## config.mk

```make
export PLATFORM = sky130hd
export DESIGN_NAME = lpf_decimator
export DESIGN_NICKNAME = d
export VERILOG_FILES = /design/src/rtl/lpf_decimator.sv
export SDC_FILE = /design/constraint.sdc
export NUM_CORES = 1
export LEC_CHECK = 0
export ABC_AREA = 1
export BUFFER_PORTS_ARGS = -buffer_cell sky130_fd_sc_hd__buf_4
export CAP_MARGIN = 5
export CORE_MARGIN = 3
export CORE_UTILIZATION = 58
export DETAILED_ROUTE_END_ITERATION = 10
export GPL_TIMING_DRIVEN = 0
export PLACE_DENSITY_LB_ADDON = 0.05
export SYNTH_ARGS = -nofsm -noshare
export SYNTH_HDL_FRONTEND = slang
export SYNTH_SLANG_ARGS = --single-unit
```

## constraint.sdc

```tcl
create_clock -name clk -period 4.7 [get_ports clk]
set_input_delay 0.94 -clock clk [delete_from_list [all_inputs] [get_ports clk]]
set_output_delay 0.94 -clock clk [all_outputs]
set_load 0.02 [all_outputs]
```

## src/rtl/lpf_decimator.sv

```systemverilog
// Decimates the complex LPF output by DECIM, then rounds, shifts and saturates it to OUT_W bits into a small valid/ready FIFO.
// Optional per-event statistics counters are built when LPF_DEC_STATS_EN is defined.
module lpf_decimator #(
    parameter int IN_W       = 62,
    parameter int OUT_W      = 16,
    parameter int DECIM      = 8,
    parameter int SHIFT      = 14,
    parameter int FIFO_DEPTH = 4
) (
    input  logic                    clk,
    input  logic                    reset,
    input  logic                    in_valid,
    input  logic signed [IN_W-1:0]  in_real,
    input  logic signed [IN_W-1:0]  in_imag,
    output logic                    out_valid,
    input  logic                    out_ready,
    output logic signed [OUT_W-1:0] out_real,
    output logic signed [OUT_W-1:0] out_imag,
    output logic                    saturated,
    output logic                    overflow,
    output logic [15:0]             sat_cnt,
    output logic [15:0]             drop_cnt
);

    localparam int PH_W = (DECIM > 1) ? $clog2(DECIM) : 1;
    localparam int AW   = (FIFO_DEPTH > 1) ? $clog2(FIFO_DEPTH) : 1;
    localparam int CW   = AW + 1;
    localparam logic [PH_W-1:0]       PH_LAST = PH_W'(DECIM - 1);
    localparam logic [CW-1:0]         CNT_MAX = CW'(FIFO_DEPTH);
    localparam logic signed [IN_W:0]  RND     = (SHIFT > 0) ? ((IN_W+1)'(1) <<< (SHIFT - 1)) : '0;
    localparam logic signed [IN_W:0]  SAT_MAX = {{(IN_W-OUT_W+2){1'b0}}, {(OUT_W-1){1'b1}}};
    localparam logic signed [IN_W:0]  SAT_MIN = {{(IN_W-OUT_W+2){1'b1}}, {(OUT_W-1){1'b0}}};
    localparam logic signed [OUT_W-1:0] OUT_MAX = {1'b0, {(OUT_W-1){1'b1}}};
    localparam logic signed [OUT_W-1:0] OUT_MIN = {1'b1, {(OUT_W-1){1'b0}}};

    logic [PH_W-1:0]         r_phase;
    logic                    r_s1_valid;
    logic signed [IN_W:0]    r_s1_re;
    logic signed [IN_W:0]    r_s1_im;
    logic signed [OUT_W-1:0] r_mem_re [FIFO_DEPTH];
    logic signed [OUT_W-1:0] r_mem_im [FIFO_DEPTH];
    logic [AW-1:0]           r_wr_ptr;
    logic [AW-1:0]           r_rd_ptr;
    logic [CW-1:0]           r_count;
    logic                    r_out_valid;
    logic                    r_saturated;
    logic                    r_overflow;

    logic                    w_keep;
    logic signed [IN_W:0]    w_ext_re;
    logic signed [IN_W:0]    w_ext_im;
    logic signed [IN_W:0]    w_rnd_re;
    logic signed [IN_W:0]    w_rnd_im;
    logic signed [OUT_W-1:0] w_clamp_re;
    logic signed [OUT_W-1:0] w_clamp_im;
    logic                    w_clip;
    logic                    w_pop;
    logic                    w_push;
    logic                    w_drop;
    logic [CW-1:0]           w_count_nxt;

    assign w_keep   = in_valid && (r_phase == '0);
    assign w_ext_re = {in_real[IN_W-1], in_real};
    assign w_ext_im = {in_imag[IN_W-1], in_imag};
    assign w_rnd_re = (w_ext_re + RND) >>> SHIFT;
    assign w_rnd_im = (w_ext_im + RND) >>> SHIFT;

    // Decimation phase and the rounded/shifted stage-1 sample
    always_ff @(posedge clk) begin
        if (reset) begin
            r_phase    <= '0;
            r_s1_valid <= 1'b0;
            r_s1_re    <= '0;
            r_s1_im    <= '0;
        end else begin
            r_s1_valid <= w_keep;
            if (w_keep) begin
                r_s1_re <= w_rnd_re;
                r_s1_im <= w_rnd_im;
            end
            if (in_valid) begin
                r_phase <= (r_phase == PH_LAST) ? '0 : r_phase + PH_W'(1);
            end
        end
    end

    // Saturate stage-1 to the output range and decide the FIFO write
    always_comb begin
        w_clamp_re = r_s1_re[OUT_W-1:0];
        w_clamp_im = r_s1_im[OUT_W-1:0];
        w_clip     = 1'b0;
        if (r_s1_re > SAT_MAX) begin
            w_clamp_re = OUT_MAX;
            w_clip     = 1'b1;
        end else if (r_s1_re < SAT_MIN) begin
            w_clamp_re = OUT_MIN;
            w_clip     = 1'b1;
        end else begin
            w_clamp_re = r_s1_re[OUT_W-1:0];
        end
        if (r_s1_im > SAT_MAX) begin
            w_clamp_im = OUT_MAX;
            w_clip     = 1'b1;
        end else if (r_s1_im < SAT_MIN) begin
            w_clamp_im = OUT_MIN;
            w_clip     = 1'b1;
        end else begin
            w_clamp_im = r_s1_im[OUT_W-1:0];
        end
        w_pop       = r_out_valid && out_ready;
        w_push      = r_s1_valid && ((r_count != CNT_MAX) || w_pop);
        w_drop      = r_s1_valid && !w_push;
        w_count_nxt = r_count + CW'(w_push) - CW'(w_pop);
    end

    // Output FIFO storage, pointers, occupancy and sticky flags
    always_ff @(posedge clk) begin
        if (reset) begin
            for (int i = 0; i < FIFO_DEPTH; i++) begin
                r_mem_re[i] <= '0;
                r_mem_im[i] <= '0;
            end
            r_wr_ptr    <= '0;
            r_rd_ptr    <= '0;
            r_count     <= '0;
            r_out_valid <= 1'b0;
            r_saturated <= 1'b0;
            r_overflow  <= 1'b0;
        end else begin
            if (w_push) begin
                r_mem_re[r_wr_ptr] <= w_clamp_re;
                r_mem_im[r_wr_ptr] <= w_clamp_im;
                r_wr_ptr           <= r_wr_ptr + AW'(1);
            end
            if (w_pop) begin
                r_rd_ptr <= r_rd_ptr + AW'(1);
            end
            r_count     <= w_count_nxt;
            r_out_valid <= (w_count_nxt != '0);
            r_saturated <= r_saturated || (r_s1_valid && w_clip);
            r_overflow  <= r_overflow || w_drop;
        end
    end

    assign out_valid = r_out_valid;
    assign out_real  = r_mem_re[r_rd_ptr];
    assign out_imag  = r_mem_im[r_rd_ptr];
    assign saturated = r_saturated;
    assign overflow  = r_overflow;

`ifdef LPF_DEC_STATS_EN
    logic [15:0] r_sat_cnt;
    logic [15:0] r_drop_cnt;

    // Saturating event counters
    always_ff @(posedge clk) begin
        if (reset) begin
            r_sat_cnt  <= 16'd0;
            r_drop_cnt <= 16'd0;
        end else begin
            if (r_s1_valid && w_clip && (r_sat_cnt != 16'hFFFF)) begin
                r_sat_cnt <= r_sat_cnt + 16'd1;
            end
            if (w_drop && (r_drop_cnt != 16'hFFFF)) begin
                r_drop_cnt <= r_drop_cnt + 16'd1;
            end
        end
    end

    assign sat_cnt  = r_sat_cnt;
    assign drop_cnt = r_drop_cnt;
`else
    assign sat_cnt  = 16'd0;
    assign drop_cnt = 16'd0;
`endif

endmodule

```

# --- After elaboration in Yosys (flattened, before gate mapping) ---
# Memories as Yosys holds them, arrays and structs flattened. A register that Yosys moved wholly into a read port is not among the register bits.
# Cells that the tools add are included.
op_classes:
  add_sub_neg: 7
  magnitude_cmp: 4
  n_eq_ne: 2
  n_mux: 24
  n_reduce_logical: 13
op_table:
  columns: ["cell", "n"]
  rows:
  - ["$add A62 B15 Y63 const B", 2]
  - ["$gt A49 B16 Y1 const B", 2]
  - ["$lt A49 B16 Y1 const B", 2]
  - ["$mux W16", 6]
  - ["$reduce_or A16 Y1", 2]
  - ["$mux W2", 6]
  - ["$mux W1", 11]
  - ["$logic_and A1 B1 Y1", 5]
  - ["$add A2 B1 Y2 const B", 2]
  - ["$add A3 B1 Y3", 1]
  - ["$add A3 B1 Y3 const B", 1]
  - ["$eq A3 B3 Y1 const B", 1]
  - ["$logic_not A3 Y1", 1]
  - ["$logic_or A1 B1 Y1", 3]
  - ["$mux W3", 1]
  - ["$ne A3 B3 Y1 const B", 1]
  - ["$reduce_bool A3 Y1", 1]
  - ["$sub A3 B1 Y3", 1]
  - ["$logic_not A1 Y1", 1]
word_totals:
  regBits: 112
  mem_bits_rw: 128
  inputBits: 128
  out_inout_bits: 67
  elab_cells: 62
  mem_count: 2
memory_table:
  columns: ["name", "words", "word_bits", "read_ports", "rd_clocked_by_memory_dff", "write_ports", "line", "source"]
  rows:
  - ["r_mem_im", 4, 16, 1, 1, 4, "41", "logic signed [OUT_W-1:0] r_mem_im [FIFO_DEPTH];"]
  - ["r_mem_re", 4, 16, 1, 1, 4, "40", "logic signed [OUT_W-1:0] r_mem_re [FIFO_DEPTH];"]

# --- Logic depth before layout (Yosys ltp) ---
# Gate-level depths: netlist of run 1.
depth:
  depth_word: 8
  depth_mapped: 13
  ltp_nobuf: 13

# --- Least setup slack after synthesis of run 1 ---
# OpenSTA, ideal clock, no wires.
synth_path:
  path_kind: "input to register"
  startpoint: "input out_ready"
  endpoint: "memory r_mem_im[3][0], enable pin"
  setup_time_ns: 0.468
  arrival_ns: 3.650
  t_required_ns: 4.232
  path_slack_ns: 0.582
  path_stages: 6
  n_path_buf: 0
  cell_sequence: "nand2_1 > inv_2 > nor4_2 > nor2_2 > nand2_1 > o21ai_0"
synth_lines:
  columns: ["element", "line", "source"]
  rows:
  - ["start, declared", "16", "input logic out_ready,"]
  - ["end, declared", "41", null]

==> run metrics, run 1 <==
Worst Setup Start Kind flip-flop; cell-internal power 3.99 mW; crit path setup slack, layout 1150 ps; clock skew 37.1 ps; mux cell area share after synthesis 0%; Post-DP Area 15400 um^2; final-report hold violation count 0; Crit path arrival time 2610 ps; largest net degree at the start of global routing 33; status finished clean; TritonCTS clock tree done; RSZ-0062 raised after global routing false; Mean Syn Cell Area 7.26 um^2; Port Buffers 136; design area 16200 um^2; placer's final routability congestion estimate 0.953; Die Area 25700 um^2; clk root buf clkbuf_16; io pins 195; die width 160 um; nets 2234; aggregate routed wire length 41000 um; initial antenna violation count 0; Cell variety after synth 41; combinational share of power 21.7%; CTS Sinks 242; M1 GR Usage 41.1%; sw frac 30.3%; Clk network pwr share 35.0%; hold crit path type reg2reg; crit end category output pin; cells after synthesis 1901; fin crit period 3550 ps; Setup Fix Bufs, Post-CTS 0; Max Fanout on Critical Path 10; Worst-Skew Late Latency 550 ps; Post-DP HPWL 31800 um; setup tns final 0 ps; Layout Area Growth over Synthesis 17.8%; share of the synthesized area in the top cell type 27.9%; Vias/cell 5.42; initial DRC count 1321; grt met2 use 53.0%; post-synthesis adder-cell area fraction 0.780%; Worst Tran Pin Value 898 ps; met3 usage 4.10%; Psw 1.74 mW; GRT Util Overall 31.0%; DR WL/cell 16.9 um; Hold Path Sink r_s1_im[1]; first-pass GRT wire length 63700 um; total power 5.73 mW; Max-Cap Viols 0; Vert. Die Dim 160 um; H-tree levels 1; Worst R2R Start out_valid; Slew Limit Fails 0; reg-to-reg slack, setup 1940 ps; First-pass DRT Iterations 6; gr busiest metal met2; Power Density 353 nW/um^2; filler instances 1992; maximum clock insertion buffer count 3; CTS Hold Buffers Added 0; Yosys warning count 0; max_slew headroom 39.9%; Synth Area in XOR/XNOR 2.48%; via count 13200; fin crit share 75.6%; top cells by area, synth edfxtp_1, dfxtp_1, nand2_1, nor2_1, inv_1; post-synthesis compound-gate area fraction 8.99%; post-synth top area cell edfxtp_1; worst flop-to-flop path endpoint r_mem_re[1][7]; Seq/Total Area, Yosys 44.4%; Overflow after GRT 0; # setup viols final 0; number of synthesized register bits 242; total CTS buffers 25; core area 23000 um^2; Hold Path Cell Cnt 2; Initial Utilization 60.0%; Routed Antenna Nets 0; Reg clk slew, reported paths 60 ps; Ant. Diodes 0; vias in the first global route 12200; share of cells above drive strength 1 13.8%; Post-CTS Resized 0; DRC Markers 0; netlist area before placement 13800 um^2; pre-CTS WS 1340 ps; sequential power share 43.3%; Leakage 7.15 nW; Reg2Reg Depth 10; most frequent cells in the layout nand2_1, nor2_1, inv_1, buf_4, edfxtp_1; Post-Synth Simple-Gate Area 33.2%; Max IR drop VDD 0.276 mV; commonest non-fill, non-tap cell in the layout nand2_1; Crit Path Category reg2out; FP Rows 55; hold_sp r_s1_im[1]; largest family of logic cells by synthesized area simple AND/OR/NAND/NOR gates; Fmax 281 MHz; Crit path required time 3760 ps
## power groups by stage
| stage | sequential [mW] | clock, mW | combinational (mW) |
|---|---|---|---|
| after floorplan | 2.50 | 0 | 0.753 |
| after global placement | 2.52 | 0 | 1.18 |
| after detailed placement | 2.52 | 0 | 1.22 |
| after CTS | 2.48 | 2.01 | 1.23 |
| after global routing | 2.50 | 2.09 | 1.37 |
| final | 2.48 | 2.00 | 1.24 |
## cell families (layout without fill, tap and decap cells)
family / count (synthesis) / in the layout
AO/OA/AOI/OAI: 221 / 221
flip-flops: 242 / 242
XOR/XNOR: 39 / 39
other: 1 / 32
AND/OR/NAND/NOR: 1060 / 1060
adder cells (fa/ha/maj): 8 / 8
buffers and inverters: 330 / 515
## flip-flops by register name (all words and copies together), names as in the netlist, named ones only
register,count
r_count,3
out_valid,1
r_s1_re,49
overflow,1
r_rd_ptr,2
r_mem_im,64
saturated,1
r_phase,3
r_mem_re,64
r_wr_ptr,2
r_s1_valid,1
r_s1_im,49
## per-layer routing
layer | vias to the layer above | wire length [um] | part of all wire, %
met1 | 6046 | 17100 | 42
li1 | 6480 | - | -
met4 | 0 | 1180 | 2.9
met5 | - | 0 | 0
met3 | 88 | 3090 | 7.5
met2 | 561 | 19700 | 48
## how the worst max path moves through the flow
stage / from / end / depth (start not counted)
CTS: flip-flop / out_imag[1] / 6
global route: flip-flop / out_imag[1] / 6
floorplan: out_ready / r_mem_im[3][0] / 6
finish: flip-flop / out_imag[1] / 6
detailed placement: out_ready / r_mem_re[1][8] / 11
global placement: out_ready / r_mem_re[3][7] / 7
## cells in the mapped netlist, drive strengths merged
master and n:
a21oi 34, a31o 1, a31oi 2, buf 62, clkbuf 38, clkinv 1, conb 1, dfxtp 114
edfxtp 128, fa 1, ha 7, inv 229, nand2 419, nand3 108, nand3b 6, nand4 27
nor2 417, nor3 56, nor3b 5, nor4 2, o211ai 26, o21ai 120, o221ai 6, o22ai 32
or2 20, xnor2 10, xor2 29
## worst max-delay path, stage by stage (launching register included)
cell and delay [ps]:
dfxtp_1 340, clkbuf_1 390, clkinv_1 400, clkbuf_1 320
o21ai_0 270, o22ai_1 160, buf_4 190
## final cells by class
type / count / area [um^2] / area share, %
plain buffers: 100 / 539 / 3.32
clock buffers: 30 / 654 / 4.03
clock inverters: 16 / 179 / 1.10
inverters: 230 / 863 / 5.31
multi-input cells: 1360 / 6400 / 39.4
flip-flops and latches: 242 / 6130 / 37.7
well taps: 313 / 392 / 2.41
repair buffers: 139 / 1100 / 6.75
## metrics by stage
stage | instances | utilization, % | hold WS, ps
after floorplan | 1932 | - | 444
after global placement | 2381 | 66.7 | 455
after detailed placement | 2384 | 67.1 | 469
after CTS | 2430 | 70.7 | 483
after global routing | 2430 | 70.7 | 501
final | 2430 | 70.7 | 487
(Power assumes the default switching activity.)
==> run 2: changes to the inputs <==
clock period = 3.5 ns   (was 4.7 ns; I/O delays follow)
==> run metrics, run 2 (synthesis gave the netlist of run 1 again) <==
share of cells above drive strength 1 13.7%; DR WL/cell 16.9 um; Reg clk slew, reported paths 60 ps; Leakage 7.15 nW; Setup Fix Bufs, Post-CTS 0; pre-CTS WS 321 ps; Power Density 470 nW/um^2; Max Fanout on Critical Path 10; design area 16200 um^2; core area 23000 um^2; critical path's top delay family buffers and inverters; status finished clean; max_slew headroom 40.7%; Max IR drop VDD 0.308 mV; total CTS buffers 26; First-pass DRT Iterations 5; Routed Antenna Nets 0; Ant. Diodes 0; io pins 195; Multi-input gate area 6400 um^2; maximum clock insertion buffer count 3; Crit path top cell by count clkbuf_1; Crit Path Category reg2out; via count 13200; Clk network pwr share 34.3%; Post-CTS Resized 0; Crit path required time 2800 ps; die width 160 um; FP Rows 55; commonest non-fill, non-tap cell in the layout nand2_1; Vias/cell 5.42; total power 7.62 mW; Port Buffers 136; hold crit path type in2reg; Worst Setup Start Kind flip-flop; filler instances 2001; sw frac 30.4%; crit end category output pin; CP bufs+invs 4; clock skew 26.7 ps; aggregate routed wire length 41100 um; fin crit share 93.9%; Max-Cap Viols 0; CP max stage delay 420 ps; CTS Sinks 242; Reg area 6130 um^2; RSZ-0062 raised after global routing false; combinational share of power 22.0%; nets 2235; TritonCTS clock tree done; Worst-Skew Late Latency 540 ps; Post-DP HPWL 31700 um; most frequent cells in the layout nand2_1, nor2_1, inv_1, buf_4, edfxtp_1; Crit-path slowest cell clkinv_1; H-tree levels 1; crit path setup slack, layout 212 ps; Overflow after GRT 0; Vert. Die Dim 160 um; initial DRC count 1224; # setup viols final 0; Die Area 25700 um^2; Initial Utilization 60.0%; placer's final routability congestion estimate 0.948; Post-DP Area 15400 um^2; Layout Area Growth over Synthesis 17.6%; clk root buf clkbuf_16; Largest regs r_mem_im x64, r_mem_re x64; Crit path arrival time 2590 ps; DRC Markers 0; Fmax 304 MHz; sequential power share 43.7%; final-report hold violation count 0; crit-path cells clkbuf_1 -> clkinv_1 -> clkbuf_1 -> o21ai_0 -> o22ai_1 -> buf_4; initial antenna violation count 0; vias in the first global route 12400; Slew Limit Fails 0; GRT Util Overall 31.3%; largest net degree at the start of global routing 33; CTS Hold Buffers Added 0; first-pass GRT wire length 64400 um; Psw 2.32 mW; cell-internal power 5.31 mW; fin crit period 3290 ps; Worst Tran Pin Value 886 ps
run 2: changes by cell type in the layout (fill, tap and decap cells not counted), moves of 2 or more:
cell,change
bufinv_16,-2
clkbuf_8,+2
clkbuf_1,+4
clkinvlp_4,-2
clkinv_2,-2
run 2: final cells by class:
class / count / area share, %
Buffer: 100 / 3.32
Clock buffer: 37 / 4.45
Clock inverter: 11 / 0.578
Inverter: 230 / 5.32
Multi-Input combinational cell: 1360 / 39.4
Sequential cell: 242 / 37.7
Tap cell: 313 / 2.41
Timing Repair Buffer: 139 / 6.75
run 2: path summary, 6_finish.rpt:
| path | from | endpoint | slack [ps] | cells past startpoint |
|---|---|---|---|---|
| max | flip-flop | out_imag[2] | 210 | 6 |
| min | in_imag[19] | r_s1_im[5] | 470 | 3 |
| max reg2reg | out_valid | r_mem_re[1][6] | 680 | 10 |
| min reg2reg | r_s1_valid | overflow | 490 | 2 |
run 2: metal layers:
| layer | vias up | part of all wire, % | global-route usage (%) | routed length (um) |
|---|---|---|---|---|
| met2 | 576 | 48 | 54.3 | 19900 |
| met3 | 79 | 7.5 | 3.37 | 3070 |
| met4 | 0 | 2.7 | 8.84 | 1090 |
| met5 | - | 0 | 0 | 0 |
| met1 | 6025 | 41 | 41.7 | 17100 |
| li1 | 6494 | - | - | - |
run 2: metrics by stage:
step | setup TNS [ps] | hold slack, ps | util [%] | instances
3_3_place_gp | -26130 | 455 | 66.7 | 2381
2_1_floorplan | 0 | 444 | - | 1932
3_5_place_dp | 0 | 476 | 67.1 | 2384
4_1_cts | 0 | 463 | 70.6 | 2432
5_1_grt | 0 | 479 | 70.6 | 2432
6_report | 0 | 474 | 70.6 | 2432
run 2: power groups by stage:
stage	clock (mW)	combinational [mW]	sequential, mW
floorplan	0	1.01	3.36
global placement	0	1.59	3.38
detailed placement	0	1.64	3.39
CTS	2.63	1.66	3.33
global route	2.75	1.84	3.35
finish	2.62	1.67	3.33
run 2: worst min-delay path: cells and delay by family:
family                 cells  cell delay (ps)
AND/OR/NAND/NOR            1               60
buffers and inverters      1              130
AO/OA/AOI/OAI              1               70
